### config.mk
export PLATFORM = sky130hd
export DESIGN_NAME = controle_multiciclo
export DESIGN_NICKNAME = d
export VERILOG_FILES = /design/src/rtl/controle_multiciclo.sv
export SDC_FILE = /design/constraint.sdc
export NUM_CORES = 1
export LEC_CHECK = 0
export ABC_AREA = 1
export CELL_PAD_IN_SITES_DETAIL_PLACEMENT = 0
export CELL_PAD_IN_SITES_GLOBAL_PLACEMENT = 2
export CORE_MARGIN = 2
export CORE_UTILIZATION = 23
export DETAILED_ROUTE_END_ITERATION = 10
export GPL_TIMING_DRIVEN = 0
export PLACE_DENSITY = 0.86
export SLEW_MARGIN = 20
export SYNTH_ARGS = -nofsm -noshare
export SYNTH_HDL_FRONTEND = slang
export SYNTH_SLANG_ARGS = --single-unit
### constraint.sdc
create_clock -name clock -period 1.67 [get_ports clock]
set_clock_uncertainty 0.1 [all_clocks]
set_input_delay 0.334 -clock clock [delete_from_list [all_inputs] [get_ports clock]]
set_output_delay 0.334 -clock clock [all_outputs]
set_load 0.02 [all_outputs]
### src/rtl/controle_multiciclo.sv
// controle_multiciclo: Moore control FSM for a multi-cycle MIPS-like datapath.
// Decodes OPcode/funct into per-state write enables and mux selects.
// Ports:
//   clock, reset            - rising-edge clock, asynchronous active-high reset
//   OPcode, funct           - IR[31:26] and IR[5:0]
//   Escreve*                - memory/register/PC/IR write enables
//   IouD, RegDst, OrigAALU  - address, destination register and ALU A selects
//   OrigBALU, OrigPC        - ALU B and PC source selects
//   MemparaReg, OpALU       - register write-data select and ALU operation
//   State                   - current state code
// Build option: define MEM_WAIT_EN to insert one memory wait state in the
// instruction fetch (FETCH_WAIT) and in the load path (LW_WAIT).
module controle_multiciclo (
  input  logic       clock,
  input  logic       reset,
  input  logic [5:0] OPcode,
  input  logic [5:0] funct,
  output logic       EscreveMem,
  output logic       EscreveAluOut,
  output logic       EscrevePC,
  output logic       EscreveMDR,
  output logic       EscrevePCCondEQ,
  output logic       EscrevePCCondNE,
  output logic       EscreveReg,
  output logic       EscreveIR,
  output logic       IouD,
  output logic       RegDst,
  output logic       OrigAALU,
  output logic [1:0] OrigBALU,
  output logic [1:0] OrigPC,
  output logic [1:0] MemparaReg,
  output logic [2:0] OpALU,
  output logic [5:0] State
);

  localparam int unsigned STATE_W = 6;
  localparam int unsigned OP_W    = 6;

  localparam logic [OP_W-1:0] OP_RTYPE = 6'h00;
  localparam logic [OP_W-1:0] OP_J     = 6'h02;
  localparam logic [OP_W-1:0] OP_BEQ   = 6'h04;
  localparam logic [OP_W-1:0] OP_BNE   = 6'h05;
  localparam logic [OP_W-1:0] OP_ADDI  = 6'h08;
  localparam logic [OP_W-1:0] OP_LUI   = 6'h0F;
  localparam logic [OP_W-1:0] OP_LW    = 6'h23;
  localparam logic [OP_W-1:0] OP_SW    = 6'h2B;

  localparam logic [OP_W-1:0] FN_ADD = 6'h20;
  localparam logic [OP_W-1:0] FN_SUB = 6'h22;
  localparam logic [OP_W-1:0] FN_AND = 6'h24;

  typedef enum logic [STATE_W-1:0] {
    S_RST        = 6'd0,
    S_FETCH      = 6'd1,
    S_FETCH_WAIT = 6'd2,
    S_FETCH_LD   = 6'd3,
    S_DECODE     = 6'd4,
    S_MEM_ADDR   = 6'd5,
    S_LW_RD      = 6'd6,
    S_LW_WAIT    = 6'd7,
    S_LW_LD      = 6'd8,
    S_LW_WB      = 6'd9,
    S_SW_WR      = 6'd10,
    S_R_EXEC     = 6'd11,
    S_R_WB       = 6'd12,
    S_BRANCH     = 6'd13,
    S_JUMP       = 6'd14,
    S_LUI_WB     = 6'd15,
    S_ADDI_EXEC  = 6'd16,
    S_ADDI_WB    = 6'd17,
    S_ILLEGAL    = 6'd63
  } state_t;

  typedef struct packed {
    logic       mem_we;
    logic       aluout_we;
    logic       pc_we;
    logic       mdr_we;
    logic       pc_eq_we;
    logic       pc_ne_we;
    logic       reg_we;
    logic       ir_we;
    logic       iord;
    logic       reg_dst;
    logic       alu_a;
    logic [1:0] alu_b;
    logic [1:0] pc_src;
    logic [1:0] mem_to_reg;
    logic [2:0] alu_op;
  } ctrl_t;

  state_t state_q, state_d;
  ctrl_t  ctrl_q,  ctrl_d;

  // Control word for a given state; branch polarity comes from OPcode[0].
  function automatic ctrl_t ctrl_for(input state_t s, input logic is_bne);
    ctrl_t c;
    c = '0;
    case (s)
      S_FETCH, S_FETCH_WAIT: c.alu_b = 2'b01;
      S_FETCH_LD: begin
        c.alu_b = 2'b01;
        c.ir_we = 1'b1;
        c.pc_we = 1'b1;
      end
      S_DECODE: begin
        c.alu_b     = 2'b11;
        c.aluout_we = 1'b1;
      end
      S_MEM_ADDR, S_ADDI_EXEC: begin
        c.alu_a     = 1'b1;
        c.alu_b     = 2'b10;
        c.aluout_we = 1'b1;
      end
      S_LW_RD, S_LW_WAIT: c.iord = 1'b1;
      S_LW_LD: begin
        c.iord   = 1'b1;
        c.mdr_we = 1'b1;
      end
      S_LW_WB: begin
        c.mem_to_reg = 2'b01;
        c.reg_we     = 1'b1;
      end
      S_SW_WR: begin
        c.iord   = 1'b1;
        c.mem_we = 1'b1;
      end
      S_R_EXEC: begin
        c.alu_a     = 1'b1;
        c.alu_op    = 3'b010;
        c.aluout_we = 1'b1;
      end
      S_R_WB: begin
        c.reg_dst = 1'b1;
        c.reg_we  = 1'b1;
      end
      S_BRANCH: begin
        c.alu_a    = 1'b1;
        c.alu_op   = 3'b001;
        c.pc_src   = 2'b01;
        c.pc_eq_we = ~is_bne;
        c.pc_ne_we = is_bne;
      end
      S_JUMP: begin
        c.pc_src = 2'b10;
        c.pc_we  = 1'b1;
      end
      S_LUI_WB: begin
        c.mem_to_reg = 2'b10;
        c.reg_we     = 1'b1;
      end
      S_ADDI_WB: c.reg_we = 1'b1;
      default: c = '0;
    endcase
    return c;
  endfunction

  // Next state plus the control word that will be registered with it.
  always_comb begin
    state_d = state_q;
    case (state_q)
      S_RST: state_d = S_FETCH;
`ifdef MEM_WAIT_EN
      S_FETCH:      state_d = S_FETCH_WAIT;
      S_FETCH_WAIT: state_d = S_FETCH_LD;
`else
      S_FETCH:      state_d = S_FETCH_LD;
      S_FETCH_WAIT: state_d = S_ILLEGAL;
`endif
      S_FETCH_LD: state_d = S_DECODE;
      S_DECODE: begin
        case (OPcode)
          OP_RTYPE: begin
            if ((funct == FN_ADD) || (funct == FN_SUB) || (funct == FN_AND)) begin
              state_d = S_R_EXEC;
            end else begin
              state_d = S_ILLEGAL;
            end
          end
          OP_LW, OP_SW:   state_d = S_MEM_ADDR;
          OP_BEQ, OP_BNE: state_d = S_BRANCH;
          OP_J:           state_d = S_JUMP;
          OP_LUI:         state_d = S_LUI_WB;
          OP_ADDI:        state_d = S_ADDI_EXEC;
          default:        state_d = S_ILLEGAL;
        endcase
      end
      S_MEM_ADDR: state_d = (OPcode == OP_SW) ? S_SW_WR : S_LW_RD;
`ifdef MEM_WAIT_EN
      S_LW_RD:   state_d = S_LW_WAIT;
      S_LW_WAIT: state_d = S_LW_LD;
`else
      S_LW_RD:   state_d = S_LW_LD;
      S_LW_WAIT: state_d = S_ILLEGAL;
`endif
      S_LW_LD:     state_d = S_LW_WB;
      S_R_EXEC:    state_d = S_R_WB;
      S_ADDI_EXEC: state_d = S_ADDI_WB;
      S_LW_WB, S_R_WB, S_SW_WR, S_BRANCH, S_JUMP, S_LUI_WB, S_ADDI_WB, S_ILLEGAL:
        state_d = S_FETCH;
      default: state_d = S_ILLEGAL;
    endcase
    ctrl_d = ctrl_for(state_d, OPcode[0]);
  end

  // State and control word share the async reset, so outputs clear immediately.
  always_ff @(posedge clock or posedge reset) begin
    if (reset) begin
      state_q <= S_RST;
      ctrl_q  <= '0;
    end else begin
      state_q <= state_d;
      ctrl_q  <= ctrl_d;
    end
  end

  assign EscreveMem      = ctrl_q.mem_we;
  assign EscreveAluOut   = ctrl_q.aluout_we;
  assign EscrevePC       = ctrl_q.pc_we;
  assign EscreveMDR      = ctrl_q.mdr_we;
  assign EscrevePCCondEQ = ctrl_q.pc_eq_we;
  assign EscrevePCCondNE = ctrl_q.pc_ne_we;
  assign EscreveReg      = ctrl_q.reg_we;
  assign EscreveIR       = ctrl_q.ir_we;
  assign IouD            = ctrl_q.iord;
  assign RegDst          = ctrl_q.reg_dst;
  assign OrigAALU        = ctrl_q.alu_a;
  assign OrigBALU        = ctrl_q.alu_b;
  assign OrigPC          = ctrl_q.pc_src;
  assign MemparaReg      = ctrl_q.mem_to_reg;
  assign OpALU           = ctrl_q.alu_op;
  assign State           = STATE_W'(state_q);

endmodule

==> results.json, run 1 <==
{
  "start_util_pct": 23.6,
  "cp_top_family": "simple AND/OR/NAND/NOR gates",
  "diodes": 0,
  "cap_violations": 0,
  "grt_pass1_vias": 1298,
  "ir_worst_vdd_v": 0.000574,
  "tightest_slew_ns": 0.940,
  "dp_worst_setup_slack_ns": -0.683,
  "core_mm2": 0.00585,
  "antenna_found_initial": 0,
  "worst-r2r-setup-slack_ns": -0.23,
  "die_h_um": 81.4,
  "synth-seq-area-share_pct": 45.4,
  "numPortBuffers": 38,
  "track_usage_pct": 10.9,
  "arrival_ns": 1.96,
  "finalMaxSlewViolations": 0,
  "htreeDepth": 1,
  "timing.final.ws_setup_ns": -0.230,
  "cts_buffers": 3,
  "setup_violations": 12,
  "nFillCells": 610,
  "min_period_ns": 1.90,
  "clock_latency_ns": 0.27,
  "crit_path_end_kind": "flop",
  "path_cells": "nor2_4 -> buf_6 -> nand4_1 -> inv_1 -> nor2_2 -> nand3_4 -> nand3_4 -> nand2_1 -> nor2_1 -> nor2_1 -> nand2_1",
  "netlist_area_mm2": 0.00138,
  "cts_tree": "done",
  "die_area_mm2": 0.00663,
  "crit_start": "State[5]$_DFF_PP0_",
  "detail_route.wl_per_cell_um": 10.8,
  "min-delay-start": "OPcode[0]",
  "drive_gt1_share_pct": 33.3,
  "detail-route-antenna-nets": 0,
  "rsz0062_at_grt": "true",
  "path_clk_slew_ns": 0.08,
  "fin_nets": 258,
  "clock_sinks": 25,
  "critical_path_class": "reg2reg",
  "post-route-period-util_pct": 114,
  "drc": 0,
  "path_buf_inv": 2,
  "synth_area_per_cell_um2": 7.70,
  "regArea_um2": 633,
  "crit_path_start_kind": "flop",
  "r2r-start": "State[5]$_DFF_PP0_",
  "multi_input_area_um2": 752,
  "hpwlAfterDp_um": 2490,
  "p_leak_nw": 1.29,
  "gp_congestion": 0.859,
  "synth-warning-count": 0,
  "cpMaxStageDelayCell": "dfrtp_2",
  "ioPinCount": 40,
  "worstPathRequired_ns": 1.73,
  "cts_buffer_depth": 2,
  "slew_headroom_pct": 37.2,
  "power_density_mw_per_mm2": 1420,
  "setup_tns_ns": -1.91,
  "layout_commonest_cell": "nand2_1",
  "postCtsHoldBufs": 0,
  "fin_total_pwr_mw": 3.16,
  "synth.distinct_cells": 23,
  "cpPeakStageDelay_ns": 0.45,
  "drt_iter0_markers": 37,
  "status": "finished, violations left",
  "clockRootBuffer": "clkbuf_8",
  "synthCells": 179,
  "area_delta_synth_final_pct": 61.2,
  "fp.dieW_um": 81.4,
  "clock.fmax_ghz": 0.526,
  "grt_max_degree": 26,
  "final_cell_mix": "nand2_1 (29), inv_1 (26), nor2_1 (26)",
  "std_cell_rows": 28,
  "worstPathMaxFanout": 7,
  "hold_viol": 0,
  "failed_checks": "negative setup slack",
  "synth-seq-cells": 25,
  "hold_class": "in2reg",
  "firstDrtPassIters": 4,
  "vias": 1340,
  "grt_pass1_wl_um": 5560,
  "syn_nets": 193,
  "grt_remaining_overflow": 0,
  "drt_wl_total_um": 3440,
  "avgViaCountPerCell": 4.21
}
==> worst register-to-register path: stages, from the launching register on <==
cell     delay, ns
dfrtp_2       0.45
nor2_4        0.11
buf_6         0.13
nand4_1       0.19
inv_1         0.14
nor2_2        0.06
nand3_4       0.16
nand3_4       0.13
nand2_1       0.08
nor2_1        0.04
nor2_1        0.13
nand2_1       0.08
==> flip-flops by register name, summed over array words and instances (netlist names), 2 cells and up <==
signal / count
OrigPC: 2
State: 6
OpALU: 2
OrigBALU: 2
MemparaReg: 2
==> metrics by stage <==
step / instance area, µm² / util, % / std cells / hold slack, ns
6_report: 2220 / 38.0 / 318 / 0.356
5_1_grt: 2220 / 38.0 / 318 / 0.385
4_1_cts: 2090 / 35.7 / 309 / 0.367
3_5_place_dp: 1870 / 32.0 / 292 / 0.573
3_3_place_gp: 1870 / 32.0 / 292 / 0.584
2_1_floorplan: 1400 / - / 179 / 0.261
==> kinds of logic after synthesis <==
group	after synthesis	synth area share (%)
other cells	1	0.272
flops	25	45.4
simple gates	112	41.5
compound gates	7	2.81
buf+inv	34	10.1
==> path summary, 6_finish.rpt <==
| check | to | cells past startpoint |
|---|---|---|
| setup / recovery | OrigAALU$_DFF_PP0_ | 11 |
| hold / removal | EscrevePCCondEQ$_DFF_PP0_ | 2 |
| setup reg to reg | OrigAALU$_DFF_PP0_ | 11 |
| hold reg to reg | RegDst$_DFF_PP0_ | 3 |
| max in group asynchronous | State[3]$_DFF_PP0_ | 2 |
| min in group asynchronous | EscreveIR$_DFF_PP0_ | 2 |
==> synth_stat cells <==
library cell	number	share of area [%]
nor2_1	37	10
nand2_1	33	9.0
inv_1	29	7.9
dfrtp_1	25	45
nand3_1	16	5.8
nor2_2	6	2.7
nand3_2	5	3.6
nand4_1	5	2.3
nand2_2	3	1.4
nand3_4	3	3.8
o21ai_0	3	1.1
inv_2	2	0.54
nor3_2	2	1.5
a21oi_1	1	0.36
a31oi_1	1	0.45
buf_4	1	0.54
buf_6	1	0.82
clkinv_1	1	0.27
conb_1	1	0.27
nand2_4	1	0.82
nand3b_1	1	0.54
o21ai_1	1	0.36
o31ai_1	1	0.54
==> area by class of cell <==
cell class,count,share of cell area (%)
Multi-Input combinational cell,120,33.8
Clock buffer,3,1.86
Buffer,2,0.845
Tap cell,75,4.22
Inverter,32,5.41
Clock inverter,1,0.225
Timing Repair Buffer,60,25.1
Sequential cell,25,28.5
==> metal layers <==
layer  share of wire, %  track usage [%]  vias to the layer above
met4                2.3             5.59                        0
li1                   -                -                      683
met2                 50             19.3                       35
met5                  0                0                        -
met1                 44             13.0                      616
met3                3.3            0.989                        6
==> power breakdown <==
| part | total, mW | switching [mW] | leakage [nW] | internal [mW] |
|---|---|---|---|---|
| combinational | 1.95 | 1.13 | 0.947 | 0.816 |
| clock | 0.355 | 0.188 | 0.0255 | 0.167 |
| sequential | 0.855 | 0.113 | 0.320 | 0.742 |
| total | 3.16 | 1.43 | 1.29 | 1.72 |
==> what timing repair did <==
action,CTS,global route
pin swaps,16,14
setup endpoints to repair,21,25
resized for setup,36,22
buffers inserted,13,9
(Power assumes the default switching activity.)
==> inputs of run 2 (changes only) <==
- CELL_PAD_IN_SITES_DETAIL_PLACEMENT: 0 -> 2
==> results.json, run 2 (synthesis gave the netlist of run 1 again) <==
{
  "status": "finished, violations left",
  "failed_checks": "negative setup slack",
  "slew_headroom_pct": 35.8,
  "drive_gt1_share_pct": 35.6,
  "crit_path_start_kind": "flop",
  "core_mm2": 0.00585,
  "top_layer_used": "met4",
  "worst-r2r-setup-slack_ns": -0.48,
  "post-route-period-util_pct": 129,
  "grt_max_degree": 26,
  "cap_violations": 0,
  "grt_pass1_vias": 1534,
  "cts_tree": "done",
  "fin_util_pct": 38.4,
  "p_int_mw": 1.87,
  "drt_wl_total_um": 5480,
  "clock_power_share_pct": 10.6,
  "r2r-start": "State[0]$_DFF_PP0_",
  "die_h_um": 81.4,
  "drc": 0,
  "crit_start": "State[0]$_DFF_PP0_",
  "worstPathRequired_ns": 1.79,
  "hpwlAfterDp_um": 3130,
  "min_period_ns": 2.15,
  "drt_iter0_markers": 44,
  "path_clk_slew_ns": 0.09,
  "setup_violations": 15,
  "min-delay-start": "OPcode[0]",
  "firstDrtPassIters": 4,
  "met3WireLength_um": 128,
  "clock_sinks": 25,
  "fin_nets": 254,
  "largest_register_ffs": 6,
  "start_util_pct": 23.6,
  "ioPinCount": 40,
  "detail-route-antenna-nets": 0,
  "final_cell_mix": "nand2_1 (28), inv_1 (24), nor2_1 (22)",
  "ir_worst_vdd_v": 0.000468,
  "htreeDepth": 1,
  "crit_path_end_kind": "flop",
  "place_inst": 292,
  "clock_latency_ns": 0.28,
  "numPortBuffers": 38,
  "fp.dieW_um": 81.4,
  "grt_remaining_overflow": 0,
  "tightest_slew_ns": 0.961,
  "cpPeakStageDelay_ns": 0.45,
  "finalMaxSlewViolations": 0,
  "met1_length_um": 2010,
  "track_usage_pct": 15.5,
  "vias": 1449,
  "worstPathMaxFanout": 7,
  "hold_viol": 0,
  "rsz0062_at_grt": "true",
  "clockRootBuffer": "clkbuf_8",
  "grt_pass1_wl_um": 7620,
  "dp_worst_setup_slack_ns": -0.752,
  "p_leak_nw": 1.39,
  "std_cell_rows": 28,
  "power_frac_seq_pct": 24.1,
  "avgViaCountPerCell": 4.61,
  "routed-wl-met2_um": 3230,
  "gp_congestion": 0.859,
  "cts_buffers": 3,
  "hold_class": "in2reg",
  "hold_depth": 2,
  "path_cells": "nand2_1 -> nor2_4 -> nand3_2 -> nand3_2 -> inv_2 -> nand3_4 -> nand3_4 -> inv_2 -> nand2_2 -> nor2_2 -> nor2_2 -> nand2_1",
  "antenna_found_initial": 0,
  "layout_commonest_cell": "nand2_1",
  "area_delta_synth_final_pct": 63.0,
  "power_density_mw_per_mm2": 1600,
  "clock.fmax_ghz": 0.464,
  "detail_route.wl_per_cell_um": 17.4,
  "reg2reg_depth": 12,
  "diodes": 0,
  "timing.final.ws_setup_ns": -0.485,
  "p_sw_share_pct": 48.1,
  "critical_path_class": "reg2reg",
  "net-switching-power_mw": 1.74,
  "cpMaxStageDelayCell": "dfrtp_2",
  "finalNonFillerCells": 314,
  "cts_buffer_depth": 2,
  "die_area_mm2": 0.00663,
  "arrival_ns": 2.27,
  "p_comb_share_pct": 65.3
}
run 2: changes by cell type in the layout (fill, tap and decap cells not counted), moves of 3 or more:
cell / before / now
buf_4: 22 / 14
buf_6: 2 / 5
dlygate4sd2_1: 13 / 9
dlymetal6s2s_1: 10 / 16
inv_2: 5 / 8
nor2_1: 26 / 22
nor2_2: 11 / 14
run 2: cell type report:
| type | count | area [µm²] |
|---|---|---|
| Buffer | 2 | 18.8 |
| Inverter | 32 | 120 |
| Multi-Input combinational cell | 120 | 761 |
| Clock inverter | 1 | 7.51 |
| Fill cell | 649 | 3600 |
| Sequential cell | 25 | 633 |
| Tap cell | 75 | 93.8 |
| Clock buffer | 3 | 41.3 |
| Timing Repair Buffer | 56 | 572 |
run 2: worst paths after layout:
kind | end
worst min-delay path | EscrevePCCondEQ$_DFF_PP0_
worst max register to register | OrigBALU[1]$_DFF_PP0_
min in group asynchronous | OrigPC[1]$_DFF_PP0_
max in group asynchronous | State[3]$_DFF_PP0_
worst min register to register | EscreveIR$_DFF_PP0_
worst max-delay path | OrigBALU[1]$_DFF_PP0_
run 2: metal layers:
layer	track usage (%)	up-vias
met4	7.46	0
met5	0	-
met1	16.7	733
met3	0.879	6
met2	30.4	35
li1	-	675
run 2: power by group through the flow:
stage	logic, mW	clock network (mW)	registers (mW)
final	2.35	0.381	0.871
after global routing	2.51	0.418	0.887
after CTS	1.80	0.380	0.861
after detailed placement	1.59	0	0.865
after global placement	1.54	0	0.862
after floorplan	0.946	0	0.978
run 2: through the flow:
step	TNS (ns)	area, µm²	hold WS (ns)	total power [mW]
after floorplan	-0.249	1400	0.261	1.92
after global placement	-7.97	1870	0.584	2.40
after detailed placement	-8.94	1870	0.589	2.45
after CTS	-2.28	2070	0.348	3.04
after global routing	-6.19	2250	0.399	3.81
final	-5.06	2250	0.349	3.61
run 2: worst max-delay path: cells and delay by family, from the launching register on:
kind	cells	cell delay, ns
AND/OR/NAND/NOR	10	1.38
flip-flops	1	0.45
buffers and inverters	2	0.16
run 2: timing repair:
item,in CTS,in global routing
gates resized for setup,33,40
pin swaps,6,15
setup endpoints to repair,21,30
buffers inserted,11,8
hold buffers,0,0
==> patch, RTL diff (config.mk and constraints of run 1) <==
Add a define of `MEM_WAIT_EN`.
--- a/src/rtl/controle_multiciclo.sv
+++ b/src/rtl/controle_multiciclo.sv
@@ -12,2 +12,4 @@
 // instruction fetch (FETCH_WAIT) and in the load path (LW_WAIT).
+`define MEM_WAIT_EN
+
 module controle_multiciclo (
Behaviour: not the same (a bounded check fails within 4 cycles, from zero or initial values and one cycle with reset high).
==> patch against run 1 <==
  * The run still ends with negative setup slack left
  * Area after synthesis is 4.3% higher
  * Highest routed layer unchanged
  * Combinational power is 8% higher
  * Die area is 4.1% higher
  * Total power is 5.6% higher
  * Setup slack better by 0.040 ns
  * Sequential cell count stayed put
  * Wire length is 3.6% higher
  * Critical endpoint unchanged
  * Design area is 2.2% higher
  * Largest cell class unchanged
==> patch: results <==
[run_status]
status = finished, violations left
violations = negative setup slack

[drt]
drtIter0Drc = 40
via_per_inst = 4.119
drt_first_pass_iters = 4
wl_met3_um = 141
wl_met1_mm = 1.633
dr_wl_met2_mm = 1.759
wl_mm = 3.565

[synth]
ys_seq_area_share_pct = 43.52
synth_nets = 204
synth_compound_area_share_pct = 4.787
async_flop_share_pct = 100.0
synth_commonest_cells = nand2_1, inv_1, nor2_1, dfrtp_1, nand3_1
synthTopCellsByArea = dfrtp_1, nand2_1, inv_1
yosys.cell_types.count = 21
yosys.area_share.adder_pct = 0
netlist_area_mm2 = 0.001438

[sta]
setup_viol = 13
tns_ns = -1.552
worstMarginPinSlew_ns = 0.9426
layout_setup_ws_ns = -0.1902

[worst_setup_path]
worstPathArrival_ns = 1.91
r2r-start = State[4]$_DFF_PP0_
timing.rr.end = OrigAALU$_DFF_PP0_
rr_worst_depth = 13

[final_layout]
syn_to_final_growth_pct = 57.96
multi_input_area_share_pct = 35.10
nClkBuffers = 4
n_all_inverters = 36
final_nets = 267
buffers_excl_clock = 59
final-clk-cell-share_pct = 1.983
bufAreaShareNonClock_pct = 24.85
nFillCells = 624
seq_cells = 25
seq_share_pct = 27.88
nMultiInputCombCells = 128
largest_register_ffs = 6

[worst_hold_path]
hold_class = in -> reg
min_to = EscrevePCCondEQ$_DFF_PP0_

[placed_design]
portBuffers = 38
routabilityCongestion = 0.7854
post-place-ws_ns = -0.6916
hpwl_mm = 2.726
dpl_cell_area_mm2 = 0.001944

[pwr]
p_int_uw = 1842
comb_power_share_pct = 63.3
p_clk_share_pct = 10.7
vdd_drop_max_mv = 0.5717
power.leakage_uw = 0.001332

[clock_network]
clk_latency_ns = 0.27

[global_routing]
grt_pass1_wl_mm = 6.203
grt_usage_pct = 11.02
grt_pass1_vias = 1340
[patch: critical path, stage by stage (launching register included)]
cell and delay, ns:
dfrtp_2 0.45, inv_2 0.10, nand2_4 0.08, nor2_4 0.14, nand2_4 0.08, or2_4 0.26
nand2_2 0.06, nor2_2 0.04, nand3_4 0.11, inv_2 0.05, nand2_2 0.07, nor2_2 0.04
nor2_2 0.09, nand2_1 0.07
[patch: repair_timing]
action | in CTS | in global routing
hold endpoints to repair | 0 | 0
setup endpoints to repair | 22 | 27
pin swaps | 15 | 7
buffers inserted | 15 | 5
gates resized for setup | 36 | 23
[patch: metal layers]
metal	up-vias	GRT usage (%)
li1	702	-
met1	612	13.84
met2	29	19.21
met3	4	2.087
met4	0	3.130
met5	-	0
[patch: stage by stage]
stage | hold WS (ns) | std cells
2_1_floorplan | 0.2609 | 190
3_3_place_gp | 0.5494 | 303
3_5_place_dp | 0.5426 | 303
4_1_cts | 0.3639 | 322
5_1_grt | 0.3883 | 327
6_report | 0.3664 | 327
